$ cat src/rtl/gcd_callee_pkg.sv
// Shared call-protocol definitions for compiled-function modules:
// state encodings, state-width constant and start/done handshake levels.
package gcd_callee_pkg;

    localparam int STATE_W = 2;

    typedef enum logic [STATE_W-1:0] {
        ST_IDLE   = 2'd0,
        ST_LATCH  = 2'd1,
        ST_LOOP   = 2'd2,
        ST_FINISH = 2'd3
    } state_e;

    // done level while a call is in flight vs. idle with a valid result
    localparam logic DONE_BUSY  = 1'b0;
    localparam logic DONE_READY = 1'b1;
    localparam logic START_CALL = 1'b1;

endpackage

$ cat src/rtl/gcd_callee.sv
// Callee for gcd(a, b) by repeated subtraction under the start/done call protocol.
// The state register is WIDTH bits wide to match the caller's own state register.
module gcd_callee
    import gcd_callee_pkg::*;
#(
    parameter int WIDTH = 32
) (
    input  logic             clk,
    input  logic             reset,
    input  logic             start,
    output logic [WIDTH-1:0] result,
    output logic             done,
    input  logic [WIDTH-1:0] a,
    input  logic [WIDTH-1:0] b
);

    localparam logic [WIDTH-1:0] S_IDLE   = WIDTH'(ST_IDLE);
    localparam logic [WIDTH-1:0] S_LATCH  = WIDTH'(ST_LATCH);
    localparam logic [WIDTH-1:0] S_LOOP   = WIDTH'(ST_LOOP);
    localparam logic [WIDTH-1:0] S_FINISH = WIDTH'(ST_FINISH);
    localparam logic [WIDTH-1:0] ZERO     = {WIDTH{1'b0}};

    logic [WIDTH-1:0] state_r;
    logic [WIDTH-1:0] x_r;
    logic [WIDTH-1:0] y_r;

    // Call FSM with inline compare/subtract datapath; done and result are registered.
    always_ff @(posedge clk) begin
        if (reset) begin
            state_r <= S_IDLE;
            x_r     <= ZERO;
            y_r     <= ZERO;
            result  <= ZERO;
            done    <= DONE_BUSY;
        end else begin
            case (state_r)
                S_IDLE: begin
                    // done must fall on the accepting edge so the caller never sees a stale done
                    if (start == START_CALL) begin
                        state_r <= S_LATCH;
                        done    <= DONE_BUSY;
                    end else begin
                        done    <= DONE_READY;
                    end
                end
                S_LATCH: begin
                    x_r     <= a;
                    y_r     <= b;
                    state_r <= S_LOOP;
                end
                S_LOOP: begin
                    // x==0 first so gcd(0,n)=n; subtraction only runs with the larger operand as minuend
                    if (x_r == ZERO) begin
                        x_r     <= y_r;
                        state_r <= S_FINISH;
                    end else if ((y_r == ZERO) || (x_r == y_r)) begin
                        state_r <= S_FINISH;
                    end else if (x_r > y_r) begin
                        x_r <= x_r - y_r;
                    end else begin
                        y_r <= y_r - x_r;
                    end
                end
                S_FINISH: begin
                    result  <= x_r;
                    done    <= DONE_READY;
                    state_r <= S_IDLE;
                end
                default: begin
                    state_r <= S_IDLE;
                    done    <= DONE_BUSY;
                end
            endcase
        end
    end

endmodule

$ cat config.mk
export PLATFORM = sky130hd
export DESIGN_NAME = gcd_callee
export DESIGN_NICKNAME = d
export VERILOG_FILES = /design/src/rtl/gcd_callee_pkg.sv /design/src/rtl/gcd_callee.sv
export SDC_FILE = /design/constraint.sdc
export NUM_CORES = 1
export LEC_CHECK = 0
export ABC_AREA = 1
export CAP_MARGIN = 20
export CORE_MARGIN = 2
export CORE_UTILIZATION = 25
export CTS_BUF_LIST = sky130_fd_sc_hd__clkbuf_8
export CTS_CLUSTER_SIZE = 12
export DETAILED_ROUTE_END_ITERATION = 10
export HOLD_SLACK_MARGIN = 0.06
export PLACE_DENSITY = 0.4
export REMOVE_ABC_BUFFERS = 1
export SETUP_SLACK_MARGIN = 0.5
export SYNTH_ARGS = -nofsm -noshare
export SYNTH_HDL_FRONTEND = slang
export SYNTH_SLANG_ARGS = --single-unit
$ cat constraint.sdc
create_clock -name clk -period 2.8 [get_ports clk]
set_clock_uncertainty 0.2 [all_clocks]
set_input_delay 0.28 -clock clk [delete_from_list [all_inputs] [get_ports clk]]
set_output_delay 0.28 -clock clk [all_outputs]
set_load 0.03 [all_outputs]
==> metrics.txt <==
Max-Cap Viols=0; Crit Path Category=reg -> reg; n_diodes=0; Crit Path Max Fanout=11; global-route wire length before repair=62,000 um; Area contributors post-synth=dfxtp_1 21%, nand2_1 20%, inv_1 11%; full die area=slightly below 40,000 um^2; Placement Rows=70; Area Growth Syn to Fin=47.4%; Die W=196 um; htree depth=3; post-synth top area share=0.214; crit share post-route=0.916; synth warn=0; initial antenna violation count=0; Pins Over Slew Limit=0; vias per cell=4.60; I/O pin cnt=100; Initial DRC Count=573; final non-filler cell total=2,299; largest net degree at the start of global routing=88; FF-to-FF setup slack=230 ps; hold_buf cts=0; DP HPWL=30,300 um; flops & latches, synth=just under 100; Final Setup Violations=0; final antenna-violating net count=0; Tmin final=2570 ps; worst skew pair latency=approximately 440 ps; DR DRC count=0; Tightest Pin Transition=574 ps; sequential fraction of the synthesis area=0.214; Num CTS Buffers=9; type of the worst min-delay path=reg -> reg; final RePlAce weighted congestion=roughly 0.88; crit start category=register; Core Footprint=36,500 um^2; status=finished, final reports clean; clk sink count=99; clock slew at reported path FFs=110 ps; port buffer count=99; average size of a mapped cell=approximately 5.7 um^2; dominant cell type by area after synthesis=dfxtp_1; WL final=41,500 um; chip height=~200 um; required time worst endpoint=approximately 2900 ps; Root Buffer=clkbuf_8; slew margin rel.=0.618; First-pass DRT Iterations=5; Max Freq=390 MHz; hold_sp=y_r[31]; Initial Utilization=0.253; launch point of the worst path=x_r[23]; via count=10,600; RSZ-0062 raised after global routing=true; gr ovfl total=0; Post-Synthesis Cells=1,626; Synth cell types=39; CP arrival=between 2000 and 3000 ps; r2r startpoint=x_r[23]; Total GRT Usage=0.214; crit end category=register; post-DR wirelength/cell=18.1 um; Fin. Hold Viols=0; Syn Std Cell Area=9250 um^2; Total Nets Final=between 1,500 and 2,000; placed insts=approximately 2,200; clock buffer depth=2; vias in the first global route=10,400; proportion of layout cells with a drive suffix above 1=0.269; CTS tree=built
[cells by family after synthesis]
family	synth area share
AO/OA/AOI/OAI	0.160
XOR/XNOR	0.0227
adder cells (fa/ha/maj)	0.0950
buffers and inverters	0.142
flip-flops	0.214
AND/OR/NAND/NOR	0.366
[routing by layer]
| layer | share of wire | wire length, um | vias up | track usage |
|---|---|---|---|---|
| met1 | 0.50 | 20900 | 4863 | 0.310 |
| met4 | 0.018 | 730 | 0 | 0.0586 |
| met2 | 0.43 | 17900 | 245 | 0.333 |
| met5 | 0 | 0 | - | 0 |
| li1 | - | - | 5435 | - |
| met3 | 0.048 | 2000 | 34 | 0.0272 |
[stage by stage]
step / setup WS, ps / area [um^2] / TNS, ps / util / hold WS, ps
6_report: 235 / 13600 / 0 / 0.373 / 286
5_1_grt: 111 / 13600 / 0 / 0.373 / 312
4_1_cts: 218 / 12900 / 0 / 0.355 / 268
3_5_place_dp: 41.3 / 11100 / 0 / 0.303 / 282
3_3_place_gp: 98.4 / 11100 / 0 / 0.303 / 276
2_1_floorplan: -1570 / 8950 / -83220 / - / 149
[critical path, stage by stage (launching register included)]
cell	delay [ps]
dfxtp_2	370
inv_4	50
ha_4	290
nand2_4	60
buf_6	120
nor2_4	120
nand2_2	100
inv_4	90
nand2_4	60
nor2_4	130
nor2_2	50
nand2_2	110
o21ai_4	90
buf_12	140
buf_12	140
buf_12	150
o21ai_1	120
nor2_1	50
[sequential cells by signal, summed over array words and instances (netlist names)]
| name | count |
|---|---|
| x_r | 32 |
| result | 32 |
| y_r | 32 |
| state_r | 2 |
| done | 1 |
[final timing paths]
| check | end | cells past startpoint |
|---|---|---|
| setup / recovery | y_r[6] | 17 |
| hold / removal | y_r[31] | 2 |
| setup reg to reg | y_r[6] | 17 |
| hold reg to reg | y_r[31] | 2 |
[cell usage after synthesis]
cell type / n
xnor2_1: 5
a21oi_1: 142
dfxtp_1: 99
o21ai_1: 40
buf_4: 5
o21ai_4: 1
nor2_1: 201
inv_2: 4
a31oi_1: 2
fa_1: 2
xor2_1: 19
buf_6: 7
and2_1: 5
nor3_2: 1
or2_2: 10
o21a_1: 2
nand4_1: 10
nand2_4: 2
inv_1: 262
nor2_4: 5
nor3_1: 1
buf_1: 1
nand3b_1: 2
clkinv_1: 3
nand2_2: 15
o21bai_1: 5
a21o_1: 2
a21oi_2: 3
o21ai_0: 80
nand2_1: 481
a21boi_0: 2
nor2_2: 3
nand3_1: 90
ha_1: 67
buf_2: 8
a21boi_4: 1
clkinv_2: 1
a221oi_1: 1
clkbuf_1: 36
[cell type report]
type                       instances  area, um^2
timing repair buffer             246        2560
sequential                        99        2080
clock buffer                      11         151
clock inverter                     5        76.3
fill                            3971       22900
multi-input combinational       1200        7140
inverter                         270        1030
tap                              468         586
[what timing repair did]
item / CTS / global route
cloned: 6 / 4
gates resized for setup: 261 / 129
setup endpoints to repair: 66 / 66
setup buffers: 66 / 14
pin swaps: 30 / 52
[cells in the final DEF, fill, tap and decap left out, types with 3 or more instances in the layout]
cell             netlist  routed
clkbuf_8               0      11
o21ai_1               40      18
o21ai_0               80      66
xnor2_1                5       5
a21oi_1              142     113
ha_1                  67      28
dfxtp_1               99      39
buf_4                  5     111
buf_12                 0      19
o21bai_1               5       5
nor2_4                 5      21
inv_2                  4      28
dfxtp_2                0      51
a21oi_2                3      29
a21oi_4                0       3
nand4_1               10      10
o21ai_2                0      36
nand3_2                0      10
nor2_2                 3      12
nand2_1              481     430
inv_1                262     237
buf_6                  7       5
nand2_4                2      22
clkdlybuf4s50_1        0      99
buf_16                 0       6
nor2_1               201     176
clkbuf_16              0       4
and2_1                 5       4
ha_4                   0      33
clkinv_2               1       3
nand2_2               15      44
ha_2                   0       6
dfxtp_4                0       9
xor2_1                19      17
or2_2                 10      10
nand3_1               90      79
Power is left out: the tool's default activity adds up to more than one toggle a clock period on the data nets, which glitch-free logic cannot reach.
